**src/rtl/snake_step_ctrl.sv**
```systemverilog
// Snake game step controller: builds the initial body, then on each tick
// computes the next head, scans the body for collisions and commits the move.
module snake_step_ctrl #(
    parameter int XW       = 6,
    parameter int YW       = 5,
    parameter int GRID_W   = 40,
    parameter int GRID_H   = 30,
    parameter int MAX_LEN  = 128,
    parameter int INIT_LEN = 3,
    parameter int START_X  = 10,
    parameter int START_Y  = 15
) (
    input  logic               clk,
    input  logic               reset_n,
    input  logic               start,
    input  logic               tick,
    input  logic [1:0]         dir_req,
    input  logic [XW-1:0]      food_x,
    input  logic [YW-1:0]      food_y,
    input  logic [7:0]         body_len,
    input  logic [XW+YW-1:0]   scan_data,
    output logic               body_clr,
    output logic               body_push,
    output logic               body_pop,
    output logic [XW+YW-1:0]   body_din,
    output logic [7:0]         scan_addr,
    output logic [XW-1:0]      head_x,
    output logic [YW-1:0]      head_y,
    output logic               busy,
    output logic               food_eaten,
    output logic               step_done,
    output logic               game_over,
    output logic               tick_overrun
);

    localparam int CW = XW + YW;

    localparam logic [2:0] S_IDLE   = 3'd0;
    localparam logic [2:0] S_CLEAR  = 3'd1;
    localparam logic [2:0] S_INIT   = 3'd2;
    localparam logic [2:0] S_WAIT   = 3'd3;
    localparam logic [2:0] S_CALC   = 3'd4;
    localparam logic [2:0] S_SCAN   = 3'd5;
    localparam logic [2:0] S_COMMIT = 3'd6;
    localparam logic [2:0] S_DEAD   = 3'd7;

    localparam logic [1:0] DIR_UP    = 2'd0;
    localparam logic [1:0] DIR_RIGHT = 2'd1;
    localparam logic [1:0] DIR_DOWN  = 2'd2;

    localparam logic [XW:0]   GRID_W_L  = (XW+1)'(GRID_W);
    localparam logic [YW:0]   GRID_H_L  = (YW+1)'(GRID_H);
    localparam logic [XW:0]   X_ONE     = (XW+1)'(1);
    localparam logic [YW:0]   Y_ONE     = (YW+1)'(1);
    localparam logic [8:0]    MAX_LEN_L = 9'(MAX_LEN);
    localparam logic [7:0]    INIT_LAST = 8'(INIT_LEN - 1);
    localparam logic [XW-1:0] INIT_X0   = XW'(START_X - INIT_LEN + 1);
    localparam logic [XW-1:0] START_X_L = XW'(START_X);
    localparam logic [YW-1:0] START_Y_L = YW'(START_Y);

    logic [2:0]    state_q, state_d;
    logic [1:0]    dir_q, dir_d;
    logic [XW-1:0] head_x_q, head_x_d;
    logic [YW-1:0] head_y_q, head_y_d;
    logic [CW-1:0] nxt_q, nxt_d;
    logic          grow_q, grow_d;
    logic          eat_q, eat_d;
    logic [7:0]    scan_n_q, scan_n_d;
    logic [7:0]    scan_idx_q, scan_idx_d;
    logic          cmp_vld_q, cmp_vld_d;
    logic [7:0]    init_cnt_q, init_cnt_d;
    logic          overrun_q, overrun_d;

    logic [XW:0]   cand_x;
    logic [YW:0]   cand_y;
    logic          off_grid;
    logic [CW-1:0] next_xy;
    logic          hit_food;
    logic          grow_c;
    logic [7:0]    scan_len_c;

    // Candidate head is one bit wider so a step past the last column/row is
    // seen as off-grid rather than silently wrapping.
    always_comb begin
        cand_x   = {1'b0, head_x_q};
        cand_y   = {1'b0, head_y_q};
        off_grid = 1'b0;
        case (dir_q)
            DIR_UP: begin
                off_grid = (head_y_q == '0);
                cand_y   = cand_y - Y_ONE;
            end
            DIR_RIGHT: begin
                cand_x   = cand_x + X_ONE;
                off_grid = (cand_x >= GRID_W_L);
            end
            DIR_DOWN: begin
                cand_y   = cand_y + Y_ONE;
                off_grid = (cand_y >= GRID_H_L);
            end
            default: begin
                off_grid = (head_x_q == '0);
                cand_x   = cand_x - X_ONE;
            end
        endcase
    end

    assign next_xy    = {cand_x[XW-1:0], cand_y[YW-1:0]};
    assign hit_food   = (next_xy == {food_x, food_y});
    assign grow_c     = hit_food && ({1'b0, body_len} < MAX_LEN_L);
    // Without growth the tail leaves its cell, so it is excluded from the scan.
    assign scan_len_c = grow_c ? body_len : ((body_len == 8'd0) ? 8'd0 : body_len - 8'd1);

    // NOTE: every signal written here gets a default first, so no path can
    // leave one unassigned and infer a latch.
    always_comb begin
        state_d    = state_q;
        dir_d      = dir_q;
        head_x_d   = head_x_q;
        head_y_d   = head_y_q;
        nxt_d      = nxt_q;
        grow_d     = grow_q;
        eat_d      = eat_q;
        scan_n_d   = scan_n_q;
        scan_idx_d = scan_idx_q;
        init_cnt_d = init_cnt_q;
        cmp_vld_d  = (state_q == S_SCAN) && (scan_idx_q < scan_n_q);
        overrun_d  = overrun_q | (tick & busy);
        case (state_q)
            S_IDLE, S_DEAD: begin
                if (start) begin
                    state_d   = S_CLEAR;
                    overrun_d = 1'b0;
                end
            end
            S_CLEAR: begin
                dir_d      = DIR_RIGHT;
                head_x_d   = START_X_L;
                head_y_d   = START_Y_L;
                init_cnt_d = 8'd0;
                state_d    = S_INIT;
            end
            S_INIT: begin
                init_cnt_d = init_cnt_q + 8'd1;
                if (init_cnt_q == INIT_LAST) state_d = S_WAIT;
            end
            S_WAIT: begin
                if (tick) begin
                    if (dir_req != (dir_q ^ 2'b10)) dir_d = dir_req;
                    state_d = S_CALC;
                end
            end
            S_CALC: begin
                if (off_grid) begin
                    state_d = S_DEAD;
                end else begin
                    nxt_d      = next_xy;
                    grow_d     = grow_c;
                    eat_d      = hit_food;
                    scan_n_d   = scan_len_c;
                    scan_idx_d = 8'd0;
                    state_d    = S_SCAN;
                end
            end
            S_SCAN: begin
                // Data for the address issued last cycle arrives now; one extra
                // cycle after the final address drains the last comparison.
                if (cmp_vld_q && (scan_data == nxt_q)) begin
                    scan_idx_d = 8'd0;
                    state_d    = S_DEAD;
                end else if (scan_idx_q == scan_n_q) begin
                    scan_idx_d = 8'd0;
                    state_d    = S_COMMIT;
                end else begin
                    scan_idx_d = scan_idx_q + 8'd1;
                end
            end
            default: begin
                head_x_d = nxt_q[CW-1:YW];
                head_y_d = nxt_q[YW-1:0];
                state_d  = S_WAIT;
            end
        endcase
    end

    // NOTE: sequential state uses non-blocking assignments so every flop
    // samples its pre-edge inputs regardless of evaluation order.
    always_ff @(posedge clk) begin
        if (!reset_n) begin
            state_q    <= S_IDLE;
            dir_q      <= DIR_RIGHT;
            head_x_q   <= START_X_L;
            head_y_q   <= START_Y_L;
            nxt_q      <= '0;
            grow_q     <= 1'b0;
            eat_q      <= 1'b0;
            scan_n_q   <= 8'd0;
            scan_idx_q <= 8'd0;
            cmp_vld_q  <= 1'b0;
            init_cnt_q <= 8'd0;
            overrun_q  <= 1'b0;
        end else begin
            state_q    <= state_d;
            dir_q      <= dir_d;
            head_x_q   <= head_x_d;
            head_y_q   <= head_y_d;
            nxt_q      <= nxt_d;
            grow_q     <= grow_d;
            eat_q      <= eat_d;
            scan_n_q   <= scan_n_d;
            scan_idx_q <= scan_idx_d;
            cmp_vld_q  <= cmp_vld_d;
            init_cnt_q <= init_cnt_d;
            overrun_q  <= overrun_d;
        end
    end

    always_comb begin
        body_din = '0;
        if (state_q == S_INIT)   body_din = {INIT_X0 + XW'(init_cnt_q), START_Y_L};
        if (state_q == S_COMMIT) body_din = nxt_q;
    end

    assign body_clr     = (state_q == S_CLEAR);
    assign body_push    = (state_q == S_INIT) || (state_q == S_COMMIT);
    assign body_pop     = (state_q == S_COMMIT) && !grow_q;
    assign food_eaten   = (state_q == S_COMMIT) && eat_q;
    assign step_done    = (state_q == S_COMMIT);
    assign busy         = !((state_q == S_IDLE) || (state_q == S_WAIT) || (state_q == S_DEAD));
    assign game_over    = (state_q == S_DEAD);
    assign tick_overrun = overrun_q;
    assign scan_addr    = scan_idx_q;
    assign head_x       = head_x_q;
    assign head_y       = head_y_q;

endmodule
```
**config.mk**
```make
export PLATFORM = sky130hd
export DESIGN_NAME = snake_step_ctrl
export DESIGN_NICKNAME = d
export VERILOG_FILES = /design/src/rtl/snake_step_ctrl.sv
export SDC_FILE = /design/constraint.sdc
export NUM_CORES = 1
export LEC_CHECK = 0
export CAP_MARGIN = 20
export CORE_MARGIN = 2
export CORE_UTILIZATION = 44
export CTS_BUF_LIST = sky130_fd_sc_hd__clkbuf_8 sky130_fd_sc_hd__clkbuf_16
export CTS_CLUSTER_DIAMETER = 80
export DETAILED_ROUTE_END_ITERATION = 12
export GPL_TIMING_DRIVEN = 1
export PLACE_DENSITY_LB_ADDON = 0.3
export SYNTH_ARGS = -nofsm -noshare
export SYNTH_HDL_FRONTEND = slang
export SYNTH_SLANG_ARGS = --single-unit
```
**constraint.sdc**
```tcl
create_clock -name clk -period 2.5 [get_ports clk]
set_clock_uncertainty 0.1 [all_clocks]
set_input_delay 0.375 -clock clk [delete_from_list [all_inputs] [get_ports clk]]
set_output_delay 0.375 -clock clk [all_outputs]
set_load 0.01 [all_outputs]
```
==> flow_metrics.tcl, run 1 <==
set metrics [dict create \
    core_mm2 0.008636 \
    nNetsFinal 676 \
    setup_ws_ns -0.09699 \
    top_layer_used "met4" \
    end_kind "register" \
    final_common_cell "clkdlybuf4s50_1" \
    fin_crit_sh_pct 103.9 \
    synth_fp_nets 552 \
    drt_iter0_markers 201 \
    drc 0 \
    ys.flop_type "dfxtp_1" \
    min_path_type "register to register" \
    yosys_warnings 0 \
    crit_buf_inv 1 \
    finalCriticalPeriod_ns 2.597 \
    drtPass1Iterations 5 \
    antenna_cells 0 \
    power_w 0.002330 \
    violations "setup timing" \
    synth_top_family_by_area "simple AND/OR/NAND/NOR gates" \
    overflow 0 \
    post_drt_wl_per_cell_um 16.44 \
    gp_congestion 0.8665 \
    die_width_um 97.88 \
    ant_nets 0 \
    drive_gt1_share_pct 21.74 \
    syn_to_final_growth_pct 41.72 \
    p_leak_nw 2.070 \
    cts-root-buf "clkbuf_8" \
    max_clock_freq_mhz 385.1 \
    arrival_ns 2.73 \
    met2_length_um 5985 \
    final-hold-violation-count 0 \
    wl_met3_um 661 \
    ys_types 64 \
    seq_area_frac_synth_pct 28.40 \
    insertion_delay_ns 0.31 \
    antenna_found_initial 0 \
    fin_tns_setup_ns -0.09699 \
    cpMaxStageDelayCell "or4_4" \
    wl_met1_um 5096 \
    synthAdderAreaFrac_pct 6.131 \
    yosys.area_share.simple_pct 25.07 \
    crit_path_start_kind "register" \
    grt.total_usage_pct 24.45 \
    synthCells 497 \
    htree_levels 2 \
    grt_pass1_wl_um 19510 \
    path_cells "inv_1 > ha_1 > nor4bb_1 > o21ai_1 > xnor2_2 > and2_1 > and3_4 > or4_4 > a221oi_2" \
    fp.dieArea_mm2 0.009580 \
    synthXorXnorAreaFrac_pct 11.29 \
    p_per_area_mw_per_mm2 424.1 \
    synth_compound_area_share_pct 20.10 \
    worst-path-max-fanout 7 \
    stdcell_area_mm2 0.005495 \
    async_flop_share_pct 0 \
    cts_buffers 5 \
    worstPathRequired_ns 2.64 \
    crit_type "register to register" \
    die_height_um 97.88 \
    wirelength_um 11980 \
    via_per_inst 5.616 \
    start_util_pct 44.90 \
    ir_worst_vdd_v 0.0002912 \
    clkTransAtPathRegs_ns 0.10 \
    rows 34 \
    maxCapViolCount 0 \
    cts_sinks 55 \
    synthMuxAreaShare_pct 2.356 \
    syn_area_mm2 0.003877 \
    finalNonFillerCells 729 \
    post_dp_cell_area_mm2 0.005125 \
    dp_cells 711 \
    worst_path_dominant_cell_family "simple AND/OR/NAND/NOR gates" \
    worst_slew_pin_slew_ns 0.4355 \
    max_stage_delay_ns 0.48 \
    dp.final_hpwl_um 9159 \
    rsz0062_at_grt "true" \
    setup_viol 1 \
    vias 4094 \
    cts_tree "done" \
    grt_max_degree 31 \
    clockBufferDepth 2 \
    grt_pass1_vias 4002 \
    maxSlewHeadroom_pct 70.86 \
    status "complete, but fails checks" \
    place_ws_ns -0.4694 \
    synth_edf_count 0 \
    ys_ff_latch 55 \
    layout_common_cells "clkdlybuf4s50_1, buf_4, nor2_1, dfxtp_1, nand2_1" \
    postSynthAreaPerCell_um2 7.802 \
    io_buffers 73 \
    ios 74 \
    slew_violations 0 \
]
[repair_timing]
| item | 4_1_cts | 5_1_grt |
|---|---|---|
| endpoints found under the setup margin | 10 | 26 |
| pin swaps | 9 | 12 |
| gates cloned | 0 | 0 |
| hold buffers | 0 | 0 |
| buffers inserted | 7 | 4 |
| gates resized for setup | 12 | 34 |
[synth_stat cells, drive strengths merged, types with 2 or more instances]
cell / number / share of area, %
ha: 19 / 6.1
or2: 4 / 0.65
a211oi: 12 / 2.3
or3: 3 / 0.48
a221oi: 5 / 1.6
o21a: 5 / 0.97
a41oi: 2 / 0.45
a32o: 2 / 0.52
nor3: 16 / 2.4
a22oi: 5 / 0.97
nor4: 5 / 0.81
xor2: 14 / 3.2
buf: 8 / 1.7
nand2: 44 / 4.3
dfxtp: 55 / 28
or4: 4 / 0.87
o22ai: 4 / 0.65
nor2: 54 / 5.2
clkbuf: 21 / 2.0
and3: 11 / 2.1
a22o: 2 / 0.45
mux2i: 8 / 2.1
o21ai: 18 / 2.3
o31ai: 3 / 0.58
o211ai: 6 / 1.2
nand2b: 3 / 0.48
o41ai: 2 / 0.45
nor3b: 2 / 0.39
nand4: 11 / 1.8
nand3: 18 / 2.5
a21oi: 35 / 4.9
inv: 29 / 2.8
and4b: 3 / 0.77
xnor2: 36 / 8.1
nor2b: 4 / 0.65
nor4b: 2 / 0.45
and2: 2 / 0.32
a31oi: 7 / 1.1
[state kept, by name (all words and copies together) (netlist names)]
signal / cells
cmp_vld_q: 1
dir_q: 2
eat_q: 1
grow_q: 1
head_x: 6
head_y: 5
init_cnt_q: 8
nxt_q: 11
scan_addr: 8
scan_n_q: 8
state_q: 3
tick_overrun: 1
[layer usage]
| layer | up-vias | global-route usage (%) |
|---|---|---|
| met3 | 19 | 3.508 |
| li1 | 2011 | - |
| met2 | 123 | 42.73 |
| met1 | 1941 | 31.54 |
| met4 | 0 | 6.517 |
| met5 | - | 0 |
[worst reg2reg max path, cell delays in order, from the launching register on]
cell	delay (ns)
dfxtp_4	0.39
inv_1	0.10
ha_1	0.17
nor4bb_1	0.33
o21ai_1	0.18
xnor2_2	0.21
and2_1	0.20
and3_4	0.17
or4_4	0.48
a221oi_2	0.20
[final timing paths]
check	start	end	slack, ns	cells past startpoint
hold / removal	grow_q	grow_q	0.37	2
setup / recovery	head_x[1]	scan_n_q[7]	-0.1	9
setup reg to reg	head_x[1]	scan_n_q[7]	-0.1	9
hold reg to reg	grow_q	grow_q	0.37	2
[through the flow]
step                      hold WS [ns]  utilization, %
after floorplan                 0.3274               -
after global placement          0.3376           59.35
after detailed placement        0.3544           59.35
after CTS                       0.3720           61.63
after global routing            0.3845           63.63
final                           0.3668           63.63
[kinds of logic (layout without fill, tap and decap cells)]
logic type                 count (synthesis)  after routing
and+or+nand+nor                          190            190
AOI/OAI and AO/OA                        115            115
buffers and inverters                     59            183
DFF                                       55             55
xor gates and xnor gates                  50             50
adders and majority gates                 19             19
muxes                                      9              9
[where the power goes]
part | switching (W) | total, W | internal (W)
Clock | 0.000311 | 0.000504 | 0.000193
Sequential | 0.0000646 | 0.000980 | 0.000916
Combinational | 0.000458 | 0.000847 | 0.000388
Total | 0.000833 | 0.00233 | 0.00150
[area by class of cell]
cell class                 instances  area (um2)
fill                             738        3141
multi-input combinational        383        2701
timing repair buffer             146        1329
sequential                        55        1129
tap                              108       135.1
inverter                          30       118.9
clock buffer                       5       68.82
clock inverter                     2       13.76
Power figures use the tool's default switching activity.
==> run 2, diff against run 1 <==
--- a/config.mk
+++ b/config.mk
@@ -5,9 +5,10 @@
 export SDC_FILE = /design/constraint.sdc
 export NUM_CORES = 1
 export LEC_CHECK = 0
+export ABC_AREA = 1
 export CAP_MARGIN = 20
 export CORE_MARGIN = 2
-export CORE_UTILIZATION = 44
+export CORE_UTILIZATION = 45
 export CTS_BUF_LIST = sky130_fd_sc_hd__clkbuf_8 sky130_fd_sc_hd__clkbuf_16
 export CTS_CLUSTER_DIAMETER = 80
 export DETAILED_ROUTE_END_ITERATION = 12
==> run 2 against run 1 <==
The run now ends clean. Combinational power grew 55%. Global-route usage decreased by 0.31 points. Non-clock buffer count fell by 52. Flip-flop and latch count did not move. Register-to-register slack improved by 0.30 ns. First-iteration DRC count increased by 36%. Fmax grew 7.7%. Synthesized area grew 6.0%. Power up 28%. Worst setup slack improved by 0.19 ns. Critical path type is now register to output port. Largest cell class unchanged.
==> flow_metrics.tcl, run 2 <==
set metrics [dict create \
    maxSlewHeadroom_pct 70.98 \
    start_util_pct 46.68 \
    cpMaxStageDelayCell "clkdlybuf4s50_1" \
    maxCapViolCount 0 \
    ant_nets 0 \
    worst_path_dominant_cell_family "buffers and inverters" \
    drt_iter0_markers 273 \
    yosys.area.top_type "dfxtp_1" \
    ys.flop_type "dfxtp_1" \
    drive_gt1_share_pct 8.844 \
    netlist_top_cells_count "nand2_1, inv_1, nor2_1" \
    path_cells "inv_1 > nor2_2 > inv_1 > nor2_4 > clkbuf_4 > buf_4 > clkdlybuf4s50_1" \
    async_flop_share_pct 0 \
    clkTransAtPathRegs_ns 0.10 \
    cts_buffers 5 \
    rsz0062_at_grt "false" \
    grt_pass1_vias 4338 \
    overflow 0 \
    syn_to_final_growth_pct 25.94 \
    syn_area_mm2 0.004110 \
    final-hold-violation-count 0 \
    antenna_found_initial 0 \
    cts_sinks 55 \
    cts_tree "done" \
    synth_fp_nets 705 \
    fin_tns_setup_ns 0 \
    max_clock_freq_mhz 414.6 \
    die_height_um 99.57 \
    clockBufferDepth 2 \
    cts-root-buf "clkbuf_8" \
    via_per_inst 5.365 \
    final_common_cell "nand2_1" \
    ys_ff_latch 55 \
    io_buffers 73 \
    nNetsFinal 789 \
    power_w 0.002973 \
    slew_violations 0 \
    dp.final_hpwl_um 9416 \
    cp_common_cell "inv_1" \
    setup_viol 0 \
    ys_types 48 \
    drc 0 \
    die_width_um 99.57 \
    grt_pass1_wl_um 19710 \
    core_mm2 0.008806 \
    status "finished, final reports clean" \
    insertion_delay_ns 0.32 \
    wirelength_um 11850 \
    vias 4523 \
    grt_max_degree 23 \
    fin_crit_sh_pct 96.47 \
    p_per_area_mw_per_mm2 574.3 \
    ios 74 \
    synthCells 650 \
    largest_reg_flops 11 \
    crit_type "register to output port" \
    place_ws_ns 0.04394 \
    postSynthAreaPerCell_um2 6.323 \
    synth_most_common_cell "nand2_1" \
    worst_slew_pin_slew_ns 0.4347 \
    layout_common_cells "nand2_1, inv_1, nor2_1, clkdlybuf4s50_1" \
    yosys.area.top_type_share_pct 26.79 \
    rows 34 \
    crit_buf_inv 5 \
    gp_congestion 0.9304 \
    drtPass1Iterations 5 \
    grt.total_usage_pct 24.14 \
    finalCriticalPeriod_ns 2.412 \
    utilization_pct 58.78 \
    end_kind "output port" \
    post_drt_wl_per_cell_um 14.06 \
    min_path_type "register to register" \
    worstPathRequired_ns 2.03 \
    arrival_ns 1.94 \
    fp.dieArea_mm2 0.009914 \
    regMostFlops "nxt_q" \
    max_stage_delay_ns 0.52 \
    setup_ws_ns 0.08818 \
    antenna_cells 0 \
    p_leak_nw 2.435 \
    htree_levels 2 \
    worst-path-max-fanout 7 \
    seq_area_frac_synth_pct 26.79 \
    synth_area_leaders "dfxtp_1, nand2_1, inv_1" \
    ir_worst_vdd_v 0.0002817 \
    synth_edf_count 0 \
    crit_path_start_kind "register" \
    yosys_warnings 0 \
]
==> run 2: cell types whose count changed after synthesis, sizes merged, moves of 16 or more <==
cell,previous run,this run
nand2,44,179
inv,29,91
nand3,18,54
xnor2,36,2
nor2,54,76
clkbuf,21,5
==> run 2: timing repair <==
item	in CTS	in global routing
setup buffers	0	5
hold buffers	0	0
gates cloned	0	1
setup endpoints to repair	6	24
resized for setup	6	22
pin swaps	0	2
==> run 2: layout make-up <==
class | count | area (um2)
sequential | 55 | 1114
multi-input combinational | 486 | 2559
clock buffer | 5 | 68.82
clock inverter | 3 | 42.54
timing repair buffer | 94 | 907.1
inverter | 92 | 350.3
tap | 108 | 135.1
fill | 854 | 3630
==> run 2: kinds of logic (layout without fill, tap and decap cells) <==
logic type               count (synthesis)  after routing  synth area share, %
flip-flops                              55             55                26.79
AO/OA/AOI/OAI                           96             96                13.27
buffers and inverters                  109            194                11.32
AND/OR/NAND/NOR                        356            356                39.63
XOR/XNOR                                15             15                3.196
adder cells (fa/ha/maj)                 19             19                5.784
==> run 2: metrics by stage <==
step	area, um2	std cells	hold slack [ns]
5_1_grt	5176	843	0.3924
6_report	5176	843	0.3686
2_1_floorplan	4110	650	0.3378
3_5_place_dp	4974	829	0.3549
4_1_cts	5086	837	0.3708
3_3_place_gp	4974	829	0.3566
==> run 2: final timing paths <==
| check | endpoint | from | cells past startpoint | slack [ns] |
|---|---|---|---|---|
| setup / recovery | step_done | state_q[1] | 7 | 0.09 |
| hold / removal | scan_n_q[3] | scan_n_q[3] | 2 | 0.37 |
| setup reg to reg | scan_n_q[3] | head_x[0] | 16 | 0.20 |
| hold reg to reg | scan_n_q[3] | scan_n_q[3] | 2 | 0.37 |
==> run 2: routing by layer <==
layer	up-vias	track usage [%]	wire length (um)
met2	141	40.54	5432
met3	21	3.233	632
met4	0	7.271	221
met5	-	0	0
met1	2062	32.28	5562
li1	2299	-	-
==> run 2: report_power, final <==
part           internal, W  switching [W]  total (W)
Clock             0.000300       0.000319   0.000618
Combinational     0.000501       0.000810    0.00131
Sequential        0.000954      0.0000897    0.00104
==> run 2: worst reg2reg max path, cell delays in order (launching register included) <==
cell and delay [ns]:
dfxtp_4 0.39, inv_2 0.08, ha_1 0.21, nand3_1 0.10, nand2_1 0.06, nand2_1 0.07
nand2_1 0.11, nand2_1 0.07, nand2_1 0.09, nor2_1 0.10, nand3_1 0.13, nor2_4 0.26
buf_4 0.15, nand4_1 0.07, nand2_1 0.08, nand2_1 0.06, a21oi_1 0.11
